## src/rtl/platform_onchip_memory_burst_adapter_pkg.sv

```systemverilog
// Shared types and default widths for the on-chip SRAM burst adapter.
package platform_onchip_pkg;

  localparam int ADDR_W_DEF  = 13;
  localparam int DATA_W_DEF  = 32;
  localparam int BURST_W_DEF = 4;

  typedef enum logic [1:0] {
    IDLE     = 2'd0,
    RD_BURST = 2'd1,
    WR_BURST = 2'd2
  } state_e;

endpackage

```

## src/rtl/platform_onchip_memory_burst_adapter_if.sv

```systemverilog
// Avalon-MM burst slave side plus SRAM master side of the adapter, bundled as one interface.
interface platform_onchip_memory_burst_adapter_if
  import platform_onchip_pkg::*;
#(
  parameter int ADDR_W  = ADDR_W_DEF,
  parameter int DATA_W  = DATA_W_DEF,
  parameter int BURST_W = BURST_W_DEF
);
  localparam int BE_W = DATA_W / 8;

  logic [ADDR_W-1:0]  s_address;
  logic [BURST_W-1:0] s_burstcount;
  logic               s_read;
  logic               s_write;
  logic [DATA_W-1:0]  s_writedata;
  logic [BE_W-1:0]    s_byteenable;
  logic               s_waitrequest;
  logic [DATA_W-1:0]  s_readdata;
  logic               s_readdatavalid;

  logic [ADDR_W-1:0]  m_address;
  logic [BE_W-1:0]    m_byteenable;
  logic               m_chipselect;
  logic               m_write;
  logic [DATA_W-1:0]  m_writedata;
  logic               m_clken;
  logic [DATA_W-1:0]  m_readdata;

  modport slave (
    input  s_address, s_burstcount, s_read, s_write, s_writedata, s_byteenable, m_readdata,
    output s_waitrequest, s_readdata, s_readdatavalid,
           m_address, m_byteenable, m_chipselect, m_write, m_writedata, m_clken
  );

  modport master (
    output s_address, s_burstcount, s_read, s_write, s_writedata, s_byteenable, m_readdata,
    input  s_waitrequest, s_readdata, s_readdatavalid,
           m_address, m_byteenable, m_chipselect, m_write, m_writedata, m_clken
  );

endinterface

```

## src/rtl/platform_onchip_memory_burst_adapter_addr_gen.sv

```systemverilog
// Loadable word-address counter and remaining-beats counter for one burst.
module platform_burst_addr_gen
  import platform_onchip_pkg::*;
#(
  parameter int ADDR_W  = ADDR_W_DEF,
  parameter int BURST_W = BURST_W_DEF
) (
  input  logic               clk,
  input  logic               reset,
  input  logic               i_load,
  input  logic [ADDR_W-1:0]  i_load_addr,
  input  logic [BURST_W-1:0] i_load_cnt,
  input  logic               i_step,
  output logic [ADDR_W-1:0]  o_addr,
  output logic               o_last
);

  logic [ADDR_W-1:0]  r_addr;
  logic [BURST_W-1:0] r_remaining;

  // Address increment wraps naturally at 2**ADDR_W.
  always_ff @(posedge clk) begin
    if (reset) begin
      r_addr      <= '0;
      r_remaining <= '0;
    end else if (i_load) begin
      r_addr      <= i_load_addr;
      r_remaining <= i_load_cnt;
    end else if (i_step) begin
      r_addr      <= r_addr + ADDR_W'(1);
      r_remaining <= r_remaining - BURST_W'(1);
    end
  end

  assign o_addr = r_addr;
  assign o_last = (r_remaining == BURST_W'(1));

endmodule

```

## src/rtl/platform_onchip_memory_burst_adapter.sv

```systemverilog
// Splits Avalon-MM incrementing bursts into single-word SRAM accesses with a 1-cycle read return.
module platform_onchip_memory_burst_adapter
  import platform_onchip_pkg::*;
#(
  parameter int ADDR_W  = ADDR_W_DEF,
  parameter int DATA_W  = DATA_W_DEF,
  parameter int BURST_W = BURST_W_DEF
) (
  input  logic clk,
  input  logic reset,
  platform_onchip_memory_burst_adapter_if.slave bus
);

  localparam int BE_W = DATA_W / 8;

  function automatic logic [BURST_W-1:0] eff_burst(input logic [BURST_W-1:0] bc);
    return (bc == '0) ? BURST_W'(1) : bc;
  endfunction

  state_e             r_state;
  logic               r_waitrequest;
  logic               r_rd_pend;

  logic [BURST_W-1:0] w_burst;
  logic               w_multi;
  logic               w_rd_issue;
  logic               w_wr_issue;
  logic               w_load;
  logic               w_step;
  logic [ADDR_W-1:0]  w_addr;
  logic [BE_W-1:0]    w_be;
  logic [ADDR_W-1:0]  w_gen_addr;
  logic               w_gen_last;

  assign w_burst = eff_burst(bus.s_burstcount);
  assign w_multi = (w_burst > BURST_W'(1));

  platform_burst_addr_gen #(
    .ADDR_W  (ADDR_W),
    .BURST_W (BURST_W)
  ) u_addr_gen (
    .clk         (clk),
    .reset       (reset),
    .i_load      (w_load),
    .i_load_addr (bus.s_address + ADDR_W'(1)),
    .i_load_cnt  (w_burst - BURST_W'(1)),
    .i_step      (w_step),
    .o_addr      (w_gen_addr),
    .o_last      (w_gen_last)
  );

  // In IDLE a simultaneous read and write resolves to the read; the write is left unaccepted.
  always_comb begin
    w_rd_issue = 1'b0;
    w_wr_issue = 1'b0;
    w_load     = 1'b0;
    w_step     = 1'b0;
    w_addr     = bus.s_address;
    w_be       = '1;
    unique case (r_state)
      IDLE: begin
        if (bus.s_read) begin
          w_rd_issue = 1'b1;
        end else if (bus.s_write) begin
          w_wr_issue = 1'b1;
          w_be       = bus.s_byteenable;
        end
        w_load = (bus.s_read | bus.s_write) & w_multi;
      end
      RD_BURST: begin
        w_addr     = w_gen_addr;
        w_rd_issue = 1'b1;
        w_step     = 1'b1;
      end
      WR_BURST: begin
        w_addr = w_gen_addr;
        if (bus.s_write) begin
          w_wr_issue = 1'b1;
          w_be       = bus.s_byteenable;
          w_step     = 1'b1;
        end
      end
      default: ;
    endcase
    // No SRAM access may start while reset is being sampled.
    if (reset) begin
      w_rd_issue = 1'b0;
      w_wr_issue = 1'b0;
    end
  end

  always_ff @(posedge clk) begin
    if (reset) begin
      r_state       <= IDLE;
      r_waitrequest <= 1'b0;
      r_rd_pend     <= 1'b0;
    end else begin
      r_rd_pend <= w_rd_issue;
      unique case (r_state)
        IDLE: begin
          if (w_rd_issue && w_multi) begin
            r_state       <= RD_BURST;
            r_waitrequest <= 1'b1;
          end else if (w_wr_issue && w_multi) begin
            r_state <= WR_BURST;
          end
        end
        RD_BURST: begin
          if (w_gen_last) begin
            r_state       <= IDLE;
            r_waitrequest <= 1'b0;
          end
        end
        WR_BURST: begin
          if (w_wr_issue && w_gen_last) begin
            r_state <= IDLE;
          end
        end
        default: begin
          r_state       <= IDLE;
          r_waitrequest <= 1'b0;
        end
      endcase
    end
  end

  assign bus.s_waitrequest   = r_waitrequest;
  assign bus.s_readdatavalid = r_rd_pend;
  assign bus.s_readdata      = bus.m_readdata;

  assign bus.m_address    = w_addr;
  assign bus.m_byteenable = w_be;
  assign bus.m_chipselect = w_rd_issue | w_wr_issue;
  assign bus.m_write      = w_wr_issue;
  assign bus.m_writedata  = bus.s_writedata;
  assign bus.m_clken      = 1'b1;

endmodule

```

## src/flat_wrapper.sv

```systemverilog
// flat-port wrapper written by rule: the top's interface ports become plain ports
module platform_onchip_memory_burst_adapter_flat import platform_onchip_pkg::*;
#(
  parameter int ADDR_W  = ADDR_W_DEF,
  parameter int DATA_W  = DATA_W_DEF,
  parameter int BURST_W = BURST_W_DEF
)
  (clk, reset, bus_s_address, bus_s_burstcount, bus_s_read, bus_s_write, bus_s_writedata, bus_s_byteenable, bus_m_readdata, bus_s_waitrequest, bus_s_readdata, bus_s_readdatavalid, bus_m_address, bus_m_byteenable, bus_m_chipselect, bus_m_write, bus_m_writedata, bus_m_clken);
  platform_onchip_memory_burst_adapter_if #(.ADDR_W(ADDR_W), .DATA_W(DATA_W), .BURST_W(BURST_W)) bus_i ();
  input  logic clk;
  input  logic reset;
  input wire logic [$bits(bus_i.s_address)-1:0] bus_s_address;
  input wire logic [$bits(bus_i.s_burstcount)-1:0] bus_s_burstcount;
  input wire logic [$bits(bus_i.s_read)-1:0] bus_s_read;
  input wire logic [$bits(bus_i.s_write)-1:0] bus_s_write;
  input wire logic [$bits(bus_i.s_writedata)-1:0] bus_s_writedata;
  input wire logic [$bits(bus_i.s_byteenable)-1:0] bus_s_byteenable;
  input wire logic [$bits(bus_i.m_readdata)-1:0] bus_m_readdata;
  output wire logic [$bits(bus_i.s_waitrequest)-1:0] bus_s_waitrequest;
  output wire logic [$bits(bus_i.s_readdata)-1:0] bus_s_readdata;
  output wire logic [$bits(bus_i.s_readdatavalid)-1:0] bus_s_readdatavalid;
  output wire logic [$bits(bus_i.m_address)-1:0] bus_m_address;
  output wire logic [$bits(bus_i.m_byteenable)-1:0] bus_m_byteenable;
  output wire logic [$bits(bus_i.m_chipselect)-1:0] bus_m_chipselect;
  output wire logic [$bits(bus_i.m_write)-1:0] bus_m_write;
  output wire logic [$bits(bus_i.m_writedata)-1:0] bus_m_writedata;
  output wire logic [$bits(bus_i.m_clken)-1:0] bus_m_clken;
  assign bus_i.s_address = bus_s_address;
  assign bus_i.s_burstcount = bus_s_burstcount;
  assign bus_i.s_read = bus_s_read;
  assign bus_i.s_write = bus_s_write;
  assign bus_i.s_writedata = bus_s_writedata;
  assign bus_i.s_byteenable = bus_s_byteenable;
  assign bus_i.m_readdata = bus_m_readdata;
  assign bus_s_waitrequest = bus_i.s_waitrequest;
  assign bus_s_readdata = bus_i.s_readdata;
  assign bus_s_readdatavalid = bus_i.s_readdatavalid;
  assign bus_m_address = bus_i.m_address;
  assign bus_m_byteenable = bus_i.m_byteenable;
  assign bus_m_chipselect = bus_i.m_chipselect;
  assign bus_m_write = bus_i.m_write;
  assign bus_m_writedata = bus_i.m_writedata;
  assign bus_m_clken = bus_i.m_clken;
  platform_onchip_memory_burst_adapter #(.ADDR_W(ADDR_W), .DATA_W(DATA_W), .BURST_W(BURST_W)) u_core (.clk(clk), .reset(reset), .bus(bus_i));
endmodule
```

## config.mk

```make
export PLATFORM = sky130hd
export DESIGN_NAME = platform_onchip_memory_burst_adapter_flat
export DESIGN_NICKNAME = d
export VERILOG_FILES = /design/src/rtl/platform_onchip_memory_burst_adapter_pkg.sv /design/src/rtl/platform_onchip_memory_burst_adapter_if.sv /design/src/rtl/platform_onchip_memory_burst_adapter_addr_gen.sv /design/src/rtl/platform_onchip_memory_burst_adapter.sv /design/src/flat_wrapper.sv
export SDC_FILE = /design/constraint.sdc
export NUM_CORES = 1
export LEC_CHECK = 0
export ABC_AREA = 0
export BUFFER_PORTS_ARGS = -buffer_cell sky130_fd_sc_hd__buf_2
export CORE_MARGIN = 5
export CORE_UTILIZATION = 40
export CTS_CLUSTER_SIZE = 24
export DETAILED_ROUTE_END_ITERATION = 10
export GPL_ROUTABILITY_DRIVEN = 1
export GPL_TIMING_DRIVEN = 0
export PLACE_DENSITY_LB_ADDON = 0.08
export SLEW_MARGIN = 20
export SYNTH_ARGS = -nofsm -noshare
export SYNTH_HDL_FRONTEND = slang
export SYNTH_HIERARCHICAL = 1
export SYNTH_SLANG_ARGS = --single-unit
```

## constraint.sdc

```tcl
create_clock -name clk -period 2.7 [get_ports clk]
set_clock_uncertainty 0.1 [all_clocks]
set_input_delay 0.405 -clock clk [delete_from_list [all_inputs] [get_ports clk]]
set_output_delay 0.405 -clock clk [all_outputs]
set_load 0.02 [all_outputs]
```

==> impl_metrics.csv, run 1 <==
group,metric,value,unit
synth,synthArstFlopShare,0,
synth,synthCells,283,
sta,max_freq,389,MHz
finish,nets,493,
sta,min_period,2570,ps
sta,finalCritPeriodShare,0.951,
sta,tightestPinTransition,584,ps
synth,synthesis.nets,381,
sta,setup_viol,0,
synth,yosysWarnings,6,
worst_setup_path,crit_buf_inv,3,
finish,final_cell_area,2900,µm²
finish,area_delta_synth_final,31.0,%
finish,layout_common_cells,"buf_2, buf_4, nor2_1, dfxtp_1",
route,routed_wl,5670,µm
worst_setup_path,cp_cell_sequence,"buf_2 -> nor3_1 -> or2_2 -> inv_1 -> ha_1 -> or2_4 -> a211oi_2 -> buf_1 -> mux2i_1 -> nor2_1",
route,drc,0,
route,antenna_left,0,
clocking,root_buffer,"clkbuf_8",
floorplanning,rows,27,
synth,synth_cell_types,42,
worst_setup_path,arrival,2610,ps
synth,synth.yosys.seq_area_share,0.190,
clocking,cts.sinks,21,
worst_setup_path,r2r_setup_slack,290,ps
finish,drive_gt1_frac,0.515,
power,p_per_area,746,nW/µm²
synth,synth_top_flop_cell,"dfxtp_1",
hold_path,hold_path.class,"in -> reg",
synth,syn_area,2210,µm²
placed_design,gp_congestion,0.730,
finish,ff_latch_area,420,µm²
finish,multi_input_area,1220,µm²
route,via_per_inst,4.57,
sta,hold_viol,0,
sta,holdWs,222,ps
finish,final_common_cell,"buf_2",
worst_setup_path,worstSetupEndpointType,"register",
sta,slew_headroom,0.611,
clocking,clock_path_buffers,2,
power,vdd_drop_max,403,µV
finish,nFillCells,555,
sta,slew_violations,0,
global_routing,grt_use_total,0.151,
clocking,cts_tree,"built",
floorplanning,die_w,84.4,µm
route,firstDrtPassIters,4,
floorplanning,io_pins,175,
route,first_iter_violations,84,
placed_design,place_area,2840,µm²
global_routing,grt_overflow,0,
finish,final_cells,466,
outcome,status,"finished clean",
global_routing,grt_pass1_vias,2047,
synth,synth-edff-count,0,
placed_design,port_buffers,108,
clocking,cts.clk_slew.worst_paths,80,ps
clocking,post-cts-setup-buffer-count,0,
worst_setup_path,worstSetupPathType,"in -> reg",
clocking,cts_max_level,1,
clocking,hold_buffers,0,
finish,antenna_cells,0,
route,dr_total_vias,2129,
floorplanning,die_area,7120,µm²
synth,synth.avg_cell_area,7.82,µm²
route,wl_per_cell,12.2,µm
global_routing,grt_max_degree,12,
placed_design,dp_hpwl,4790,µm
worst_setup_path,max_stage_delay,510,ps
floorplanning,die_h,84.4,µm
worst_setup_path,path_max_fanout,10,
sta,rsz0062_at_grt,"false",
sta,fin_tns_setup,0,ps
worst_setup_path,cp-start-kind,"input pin",
floorplanning,core_area,5440,µm²
global_routing,grt_antenna_before_repair,0,
clocking,clock_latency,260,ps
flow_run,maxCapViolCount,0,
global_routing,grt_pass1_wl,9200,µm
placed_design,dpl.cell_count,463,
floorplanning,initial_core_util,0.407,
synth,ys_ff_latch,21,
worst_setup_path,critPathTopFamily,"buffers and inverters",
power,p_leak,1.45,nW
worst_setup_path,worstPathRequired,2740,ps
worst_setup_path,crit_slowest_cell,"buf_1",
clocking,cts_buffers,3,
finish,utilization,0.533,
## stage by stage
step | power, W | worst slack (ps)
after global routing | 0.00236 | 16.8
after detailed placement | 0.00195 | -384
after CTS | 0.00219 | 20.2
final | 0.00216 | 132
after global placement | 0.00195 | -350
after floorplan | 0.00157 | 241
## sequential cells by signal (all words and copies together), names as in the netlist
| signal | count |
|---|---|
| u_core/u_addr_gen/r_remaining | 4 |
| u_core/bus.s_waitrequest | 1 |
| u_core/r_state | 2 |
| u_core/u_addr_gen/o_addr | 13 |
| u_core/bus.s_readdatavalid | 1 |
## logic make-up (layout without fill, tap and decap cells)
group,count (synthesis),after routing,synth area share
buffers and inverters,89,200,0.265
flip-flops,21,21,0.190
AND/OR/NAND/NOR,84,84,0.207
adder cells (fa/ha/maj),9,9,0.0509
other,1,1,0.00169
multiplexers,16,16,0.0791
AO/OA/AOI/OAI,38,38,0.107
XOR/XNOR,25,25,0.0989
## synth_stat cells (2+ instances only)
library cell | count | area (µm²)
nand2_1 | 13 | 48.8
inv_1 | 15 | 56.3
clkbuf_1 | 5 | 18.8
a21oi_1 | 16 | 80.1
nor2_1 | 21 | 78.8
nor3_1 | 10 | 50.1
xnor2_1 | 16 | 140
nand4_1 | 3 | 18.8
nor3b_1 | 3 | 22.5
buf_4 | 65 | 488
a211oi_1 | 5 | 37.5
o22ai_1 | 2 | 12.5
dfxtp_1 | 21 | 420
o21ai_0 | 3 | 15.0
a31oi_1 | 2 | 12.5
nor2b_1 | 4 | 25.0
xor2_1 | 9 | 78.8
mux2i_1 | 4 | 40.0
and3_1 | 5 | 31.3
o21a_1 | 6 | 45.0
or2_2 | 5 | 31.3
mux2_2 | 12 | 135
ha_1 | 9 | 113
nand3_1 | 10 | 50.1
buf_1 | 2 | 7.51
## power by group
group	switching (W)	internal, W	leakage (nW)
Clock	0.000104	0.000105	0.0228
Combinational	0.000791	0.000622	1.25
Sequential	0.000126	0.000416	0.174
Total	0.00102	0.00114	1.45
## worst paths after layout
path	depth (start not counted)	end	startpoint
setup / recovery	10	u_core/u_addr_gen/r_remaining[2]	bus_s_burstcount[1]
hold / removal	2	u_core/r_state[0]	reset
setup reg to reg	7	u_core/u_addr_gen/o_addr[11]	u_core/r_state[0]
hold reg to reg	2	u_core/r_state[0]	u_core/r_state[0]
## routing by layer
layer	GRT usage	part of all wire	vias to the layer above
met2	0.277	0.51	74
li1	-	-	1112
met1	0.171	0.39	938
met3	0.0442	0.091	5
met5	0	0	-
met4	0.0388	0.0097	0
## cell type report
type	count	share of cell area
repair buffers	108	0.186
plain buffers	73	0.183
multi-input cells	173	0.420
flip-flops and latches	21	0.145
well taps	72	0.0311
inverters	15	0.0194
clock buffers	4	0.0155
## timing repair
| action | in CTS | in global routing |
|---|---|---|
| gates resized for setup | 4 | 1 |
| endpoints found under the setup margin | 24 | 19 |
| gates cloned | 0 | 0 |
## worst register-to-register path, delay by kind of cell, from the launching register on
family                     cells  cell delay (ps)
AOI/OAI and AO/OA              1              120
buffers and inverters          3              610
DFF                            1              380
adders and majority gates      1              400
and+or+nand+nor                2              730
Note: power is estimated with default switching activity, not from simulation.
==> run 2: changes to the inputs <==
Settings changed: CORE_ASPECT_RATIO set to 2, CORE_UTILIZATION 40 to 30.
==> impl_metrics.csv, run 2 (synthesis results as in run 1) <==
group,metric,value,unit
outcome,status,"finished clean",
sta,min_period,2500,ps
worst_setup_path,crit_slowest_cell,"or3b_2",
hold_path,hold_depth,2,
route,wl_per_cell,13.7,µm
worst_setup_path,cp-start-kind,"register",
placed_design,place_area,2870,µm²
finish,area_delta_synth_final,33.8,%
worst_setup_path,path_max_fanout,10,
route,routed_wl,6640,µm
worst_setup_path,worstSetupEndpointType,"register",
placed_design,dpl.cell_count,483,
floorplanning,io_pins,175,
worst_setup_path,arrival,2580,ps
worst_setup_path,worstPathRequired,2780,ps
flow_run,maxCapViolCount,0,
hold_path,min_to,"u_core/r_state[0]",
power,p_leak,1.47,nW
sta,setup_ws,200,ps
worst_setup_path,max_stage_delay,480,ps
clocking,clock_latency,260,ps
finish,antenna_cells,0,
finish,nets,493,
sta,slew_headroom,0.643,
placed_design,pre_cts_ws,-363,ps
global_routing,grt_max_degree,12,
clocking,clock_path_buffers,2,
floorplanning,core_area,7210,µm²
global_routing,grt_pass1_wl,10400,µm
sta,hold_viol,0,
sta,rsz0062_at_grt,"false",
sta,setup_viol,0,
floorplanning,rows,44,
route,via_per_inst,4.67,
floorplanning,die_area,9300,µm²
worst_setup_path,cp_cell_sequence,"inv_1 -> ha_1 -> clkbuf_4 -> nor2b_2 -> clkbuf_4 -> or3b_2 -> o22ai_1",
finish,final_common_cell,"buf_2",
clocking,cts_max_level,1,
worst_setup_path,crit_buf_inv,3,
worst_setup_path,r2r_cells,7,
worst_setup_path,r2r-end,"u_core/u_addr_gen/o_addr[11]",
finish,final_cell_area,2960,µm²
sta,holdWs,242,ps
sta,tightestPinTransition,536,ps
hold_path,hp-start,"reset",
route,antenna_left,0,
power,p_per_area,781,nW/µm²
power,vdd_drop_max,385,µV
clocking,cts_buffers,3,
finish,largest_reg_flops,13,
finish,nFillCells,773,
worst_setup_path,worstSetupPathType,"reg -> reg",
global_routing,grt_use_total,0.135,
global_routing,grt_antenna_before_repair,0,
finish,layout_common_cells,"buf_2, buf_4, nor2_1, dfxtp_1",
worst_setup_path,r2r_setup_slack,200,ps
placed_design,dp_hpwl,5680,µm
floorplanning,die_w,70.7,µm
route,dr_total_vias,2269,
clocking,root_buffer,"clkbuf_16",
route,first_iter_violations,69,
worst_setup_path,crit_top_cell,"clkbuf_4",
floorplanning,initial_core_util,0.307,
sta,slew_violations,0,
global_routing,grt_overflow,0,
placed_design,port_buffers,108,
finish,final_cells,486,
floorplanning,die_h,131,µm
sta,finalCritPeriodShare,0.926,
route,drc,0,
route,firstDrtPassIters,4,
clocking,cts.clk_slew.worst_paths,60,ps
hold_path,hold_path.class,"in -> reg",
worst_setup_path,critPathTopFamily,"simple AND/OR/NAND/NOR gates",
global_routing,grt_pass1_vias,2295,
clocking,cts.sinks,21,
finish,drive_gt1_frac,0.518,
clocking,cts_tree,"built",
sta,max_freq,400,MHz
worst_setup_path,reg2reg_from,"u_core/r_state[0]",
placed_design,gp_congestion,0.749,
-- run 2: cell count changes in the layout (fill, tap and decap cells not counted), sizes merged --
cell	delta
clkbuf	+1
buf	-1
-- run 2: where the power goes --
part	switching, W	total, W	leakage (nW)	internal [W]
sequential	0.000133	0.000550	0.174	0.000417
combinational	0.000823	0.00144	1.25	0.000619
clock	0.000119	0.000321	0.0382	0.000201
total	0.00108	0.00231	1.47	0.00124
-- run 2: repair_timing --
action / in CTS / in global routing
setup buffers: 0 / 0
endpoints found under the setup margin: 23 / 5
resized for setup: 6 / 1
hold buffers: 0 / 0
-- run 2: through the flow --
stage | power [W] | utilization | TNS, ps
after floorplan | 0.00157 | - | 0
after global placement | 0.00198 | 0.398 | -4110
after detailed placement | 0.00199 | 0.398 | -4880
after CTS | 0.00234 | 0.411 | 0
after global routing | 0.00247 | 0.411 | 0
final | 0.00231 | 0.411 | 0
-- run 2: area by class of cell --
class | count | area [µm²] | area share
repair buffers | 108 | 541 | 0.183
clock buffers | 4 | 78.8 | 0.0266
multi-input cells | 173 | 1220 | 0.411
well taps | 92 | 115 | 0.0389
inverters | 15 | 56.3 | 0.0190
flip-flops and latches | 21 | 420 | 0.142
plain buffers | 73 | 534 | 0.180
-- run 2: worst max path at each step --
stage	startpoint	to	slack [ps]	depth (start not counted)
floorplan	u_core/r_state[0]	u_core/u_addr_gen/o_addr[11]	240	8
global placement	bus_s_burstcount[1]	u_core/u_addr_gen/r_remaining[2]	-340	10
detailed placement	bus_s_burstcount[1]	u_core/u_addr_gen/o_addr[1]	-360	11
CTS	u_core/r_state[0]	u_core/u_addr_gen/o_addr[11]	20	8
global route	bus_s_burstcount[1]	u_core/u_addr_gen/o_addr[11]	10	11
finish	u_core/r_state[0]	u_core/u_addr_gen/o_addr[11]	200	7
-- run 2: metal layers --
metal  vias up  global-route usage  routed length [µm]
met5         -                   0                   0
met4         0              0.0533                 155
met3        10              0.0352                 707
met2       136               0.266                3640
met1      1014               0.127                2140
li1       1109                   -                   -
